File: src/rtl/arty_pkg.sv
// Shared board types for the Arty slice: scratch-memory addressing/storage
// plus the arbitration types used by mem_arbiter.
package arty_pkg;

    localparam int MemDepth = 8;
    localparam int MaxReq   = 4;

    typedef logic [2:0]                 MemAddr;
    typedef logic [7:0]                 MemDataT;
    typedef MemDataT [MemDepth-1:0]     MemType;

    typedef enum logic [1:0] {
        IDLE,
        ACCESS,
        ACK
    } ArbStateT;

endpackage

File: src/rtl/mem_arbiter_rr_pick.sv
// Combinational grantee selection for mem_arbiter: round-robin after `last`,
// or lowest-index-wins when MEM_ARB_FIXED_PRIO_EN is defined.
module rr_pick
    import arty_pkg::*;
#(
    parameter int NumReq = 2,
    parameter int IdxW   = (NumReq > 1) ? $clog2(NumReq) : 1
) (
    input  logic [NumReq-1:0] req,
    input  logic [IdxW-1:0]   last,
    output logic [IdxW-1:0]   idx,
    output logic              valid
);

`ifdef MEM_ARB_FIXED_PRIO_EN
    logic unused_last;
    assign unused_last = ^last;

    always_comb begin
        idx   = '0;
        valid = 1'b0;
        for (int i = NumReq - 1; i >= 0; i--) begin
            if (req[i]) begin
                idx   = IdxW'(i);
                valid = 1'b1;
            end
        end
    end
`else
    // cand[k] is the index examined k+1 places after the previous grantee.
    logic [IdxW-1:0] cand [NumReq];

    generate
        for (genvar gi = 0; gi < NumReq; gi++) begin : g_cand
            assign cand[gi] = IdxW'((int'(last) + gi + 1) % NumReq);
        end
    endgenerate

    // Descending scan so the nearest candidate overrides the farther ones.
    always_comb begin
        idx   = '0;
        valid = 1'b0;
        for (int i = NumReq - 1; i >= 0; i--) begin
            if (req[cand[i]]) begin
                idx   = cand[i];
                valid = 1'b1;
            end
        end
    end
`endif

endmodule

File: src/rtl/mem_arbiter.sv
// Req/ack arbiter owning the 8-byte scratch memory; IDLE -> ACCESS -> ACK.
// Define MEM_ARB_FIXED_PRIO_EN for fixed priority instead of round-robin.
module mem_arbiter
    import arty_pkg::*;
#(
    parameter  int      NumReq    = 2,
    parameter  MemDataT ResetByte = 8'h00,
    localparam int      IdxW      = $clog2(NumReq)
) (
    input  logic                  clk,
    input  logic                  reset,
    input  logic [NumReq-1:0]     req_i,
    input  logic [NumReq-1:0]     we_i,
    input  MemAddr [NumReq-1:0]   addr_i,
    input  MemDataT [NumReq-1:0]  wdata_i,
    output logic [NumReq-1:0]     ack_o,
    output MemDataT               rdata_o,
    output logic [IdxW-1:0]       gnt_id_o,
    output logic                  busy_o,
    output MemType                mem_o
);

    generate
        if (NumReq < 2 || NumReq > MaxReq) begin : g_bad_numreq
            $error("mem_arbiter: NumReq must be in 2..%0d", MaxReq);
        end
    endgenerate

    ArbStateT          state_reg;
    logic [IdxW-1:0]   gnt_reg;
    logic [NumReq-1:0] ack_reg;
    MemDataT           rdata_reg;
    MemType            mem_reg;

    logic [IdxW-1:0]   pick_idx;
    logic              pick_valid;
    logic [IdxW-1:0]   pick_last;

`ifdef MEM_ARB_FIXED_PRIO_EN
    assign pick_last = '0;
`else
    logic [IdxW-1:0]   last_reg;
    assign pick_last = last_reg;
`endif

    rr_pick #(
        .NumReq (NumReq),
        .IdxW   (IdxW)
    ) u_pick (
        .req   (req_i),
        .last  (pick_last),
        .idx   (pick_idx),
        .valid (pick_valid)
    );

    always_ff @(posedge clk or posedge reset) begin
        if (reset) begin
            state_reg <= IDLE;
            gnt_reg   <= '0;
            ack_reg   <= '0;
            rdata_reg <= '0;
            mem_reg   <= {MemDepth{ResetByte}};
`ifndef MEM_ARB_FIXED_PRIO_EN
            // Start "after" the last index so requester 0 wins the first tie.
            last_reg  <= IdxW'(NumReq - 1);
`endif
        end else begin
            case (state_reg)
                IDLE: begin
                    ack_reg <= '0;
                    if (pick_valid) begin
                        gnt_reg   <= pick_idx;
                        state_reg <= ACCESS;
                    end
                end
                ACCESS: begin
                    if (we_i[gnt_reg]) begin
                        mem_reg[addr_i[gnt_reg]] <= wdata_i[gnt_reg];
                        rdata_reg                <= wdata_i[gnt_reg];
                    end else begin
                        rdata_reg <= mem_reg[addr_i[gnt_reg]];
                    end
`ifndef MEM_ARB_FIXED_PRIO_EN
                    last_reg <= gnt_reg;
`endif
                    ack_reg          <= '0;
                    ack_reg[gnt_reg] <= 1'b1;
                    state_reg        <= ACK;
                end
                ACK: begin
                    ack_reg   <= '0;
                    state_reg <= IDLE;
                end
                default: begin
                    ack_reg   <= '0;
                    state_reg <= IDLE;
                end
            endcase
        end
    end

    assign ack_o    = ack_reg;
    assign rdata_o  = rdata_reg;
    assign gnt_id_o = gnt_reg;
    assign busy_o   = (state_reg != IDLE);
    assign mem_o    = mem_reg;

endmodule

File: config.mk
export PLATFORM = sky130hd
export DESIGN_NAME = mem_arbiter
export DESIGN_NICKNAME = d
export VERILOG_FILES = /design/src/rtl/arty_pkg.sv /design/src/rtl/mem_arbiter_rr_pick.sv /design/src/rtl/mem_arbiter.sv
export SDC_FILE = /design/constraint.sdc
export NUM_CORES = 1
export LEC_CHECK = 0
export CORE_MARGIN = 1.5
export CORE_UTILIZATION = 34
export CTS_CLUSTER_SIZE = 20
export DETAILED_ROUTE_END_ITERATION = 7
export GPL_TIMING_DRIVEN = 0
export MAX_ROUTING_LAYER = met4
export PLACE_DENSITY_LB_ADDON = 0.08
export SLEW_MARGIN = 5
export SYNTH_ARGS = -nofsm -noshare
export SYNTH_HDL_FRONTEND = slang
export SYNTH_HIERARCHICAL = 1
export SYNTH_SLANG_ARGS = --single-unit
export TNS_END_PERCENT = 30
File: constraint.sdc
create_clock -name clk -period 3.13 [get_ports clk]
set_input_delay 0.7825 -clock clk [delete_from_list [all_inputs] [get_ports clk]]
set_output_delay 0.7825 -clock clk [all_outputs]
set_load 0.005 [all_outputs]
==> impl_metrics.env <==
export IMPL_status="completed"
export IMPL_insertion_delay_ns=0.34
export IMPL_postCtsSetupRepairBufs=0
export IMPL_drc=0
export IMPL_syn_inst=342
export IMPL_p_leak_nw=2.13
export IMPL_irDropWorstVdd_v=0.000379
export IMPL_synth_compound_area_share_pct=19.8
export IMPL_grt_ovfl_total=0
export IMPL_period_share_pct=86.7
export IMPL_synthMuxAreaShare_pct=13.7
export IMPL_antenna_left=0
export IMPL_avgSynthCellArea_sq_um=11.0
export IMPL_netlist_top_cells_count="dfrtp_1 (77), a21oi_1 (60), nor2_1 (51)"
export IMPL_n_antenna_cell=0
export IMPL_dieArea_sq_um=11700
export IMPL_cts_tree="done"
export IMPL_slowest_delay_ns=0.42
export IMPL_gp_congestion=0.796
export IMPL_start_util_pct=34.8
export IMPL_ys_seq_area_share_pct=52.1
export IMPL_cp_data_arrival_time_ns=2.91
export IMPL_min_period_ns=2.71
export IMPL_max_slew_margin_pct=36.0
export IMPL_core_sq_um=10800
export IMPL_root_buffer="clkbuf_8"
export IMPL_nNetsFinal=485
export IMPL_synth_seq_cells=78
export IMPL_critPathSlowestCell="clkdlybuf4s50_1"
export IMPL_synth_top_area_share_pct=51.4
export IMPL_synth_area_top_cells="dfrtp_1 (51%), mux2_2 (8.1%), a21oi_1 (8.0%)"
export IMPL_clock_skew_final_ns=0.00608
export IMPL_die_height_um=108
export IMPL_cp_end_kind="flip-flop"
export IMPL_cts_num_sinks=78
export IMPL_ctsHoldBuffers=0
export IMPL_routed_wl_um=10700
export IMPL_grt_pass1_vias=3006
export IMPL_drive_gt1_share_pct=16.7
export IMPL_yosys_most_used_dff="dfrtp_1"
export IMPL_hold_viol=0
export IMPL_fin_tns_setup_ns=0
export IMPL_drv_slew=0
export IMPL_yosysTopAreaCell="dfrtp_1"
export IMPL_fin_cells=602
export IMPL_tightestPinTransition_ns=0.934
export IMPL_rsz0062_at_grt="no"
export IMPL_cp_top_family="buffers and inverters"
export IMPL_die_w_um=108
export IMPL_grt_met2_usage_pct=30.2
export IMPL_cp_start_kind="input port"
export IMPL_antenna_found_initial=0
export IMPL_via_per_inst=5.11
export IMPL_synth_edff_count=0
export IMPL_syn_cell_area_sq_um=3750
export IMPL_final_cell_area_sq_um=5160
export IMPL_path_cells="clkdlybuf4s50_1 > mux2i_1 > buf_6 > buf_2 > mux2_2 > a222oi_1 > a31oi_1"
export IMPL_global_route_usage_total_pct=19.6
export IMPL_clockBufferDepth=2
export IMPL_yosysMostFrequentCell="dfrtp_1"
export IMPL_fmax_mhz=369
export IMPL_synthXorXnorAreaFrac_pct=0
export IMPL_io_pins=104
export IMPL_port_buffers=103
export IMPL_cts_buffers=9
export IMPL_synth_simple_gate_area_share_pct=10.4
export IMPL_cts_resized_gates=0
export IMPL_htreeDepth=3
export IMPL_min_path_type="reg -> reg"
export IMPL_drv_cap=0
export IMPL_largest_reg_flops=64
export IMPL_syn_nets=370
export IMPL_grt_pass1_wl_um=16700
export IMPL_grt_start_max_net_pins=68
export IMPL_total_power_w=0.00513
export IMPL_postPlaceCellArea_sq_um=4990
export IMPL_place_hpwl_um=7970
export IMPL_crit_fanout=10
export IMPL_syn_to_final_growth_pct=37.7
export IMPL_worst_path_buf_inv=3
export IMPL_wire_per_inst_um=17.7
export IMPL_synth_top_family_by_area="compound AO/OA/AOI/OAI gates"
export IMPL_grt_use_met3_pct=3.74
export IMPL_rows=38
export IMPL_use_met1_pct=26.9
export IMPL_cts_clk_slew_worst_paths_ns=0.08
export IMPL_drtPass1Iterations=5
export IMPL_yosys_warnings=6
export IMPL_setup_violations=0
export IMPL_busiest_layer="met2"
export IMPL_ys_async_sr_fraction_pct=100
export IMPL_critical_path_class="in -> reg"
export IMPL_required_ns=3.33
export IMPL_drt_iter0_drc=161
export IMPL_place_inst=586
export IMPL_dr_total_vias=3075
export IMPL_pwr_density_cell_nw_per_um2=993
export IMPL_ys_types=33
export IMPL_synth_adder_area_share_pct=0
worst reg2reg max path, delay by kind of cell (launching register included):
kind | cells | cell delay, ns
compound gates | 2 | 0.44
buf+inv | 2 | 0.53
flops | 1 | 0.48
mux | 2 | 0.82
final cells by class:
cell class | count | area (sq um)
clock buffer | 11 | 141
clock inverter | 5 | 35.0
sequential | 78 | 1950
buffer | 19 | 139
tap | 140 | 175
inverter | 3 | 13.8
multi-input combinational | 242 | 1650
timing repair buffer | 104 | 1060
fill | 1060 | 5630
worst paths after layout:
| check | start | endpoint | slack [ns] | cells after the start |
|---|---|---|---|---|
| setup / recovery | addr_i[3] | rdata_o[4] | 0.42 | 7 |
| hold / removal | mem_o[12] | mem_o[12] | 0.51 | 2 |
| setup reg to reg | gnt_id_o | rdata_o[4] | 0.72 | 6 |
| hold reg to reg | mem_o[12] | mem_o[12] | 0.51 | 2 |
| max in group asynchronous | reset | mem_o[48] | 1.86 | 3 |
| min in group asynchronous | reset | mem_o[41] | 0.69 | 2 |
routing by layer:
metal,vias up,part of all wire [%],routed length (um)
li1,1466,-,-
met1,1528,47,5050
met2,76,48,5100
met3,5,4.1,434
met4,0,0.80,85
met5,-,0,0
cell usage in the layout, fill, tap and decap left out, drive strengths merged:
| cell type | n |
|---|---|
| a222oi | 8 |
| inv | 3 |
| a21boi | 1 |
| nor2 | 51 |
| buf | 15 |
| clkinvlp | 1 |
| a31oi | 8 |
| and2 | 1 |
| clkbuf | 16 |
| a2111oi | 6 |
| o2111ai | 2 |
| nor3 | 1 |
| mux2i | 10 |
| dfrtp | 77 |
| clkdlybuf4s50 | 103 |
| nor3b | 1 |
| or3b | 2 |
| mux2 | 35 |
| o21ai | 16 |
| dfstp | 1 |
| a21o | 1 |
| nand2b | 1 |
| nand2 | 27 |
| or2 | 3 |
| a21oi | 64 |
| nand3 | 1 |
| clkinv | 4 |
| nand3b | 3 |
stage by stage:
stage          hold WS [ns]  setup WS (ns)  util (%)
5_1_grt               0.520          0.267      47.8
3_3_place_gp          0.489          -1.01      45.9
2_1_floorplan         0.488          0.354         -
6_report              0.510          0.418      47.8
3_5_place_dp          0.493         0.0345      46.2
4_1_cts               0.513          0.402      47.8
logic make-up (layout without fill, tap and decap cells):
group,count (synthesis),after routing
simple gates,91,91
compound gates,106,106
flops,78,78
buf+inv,22,142
mux,45,45
report_power, final:
part,switching [W],leakage (nW),internal [W]
Sequential,0.000388,0.960,0.00149
Clock,0.000382,0.0893,0.000310
Combinational,0.00109,1.08,0.00147
Note: power is estimated with default switching activity, not from simulation.
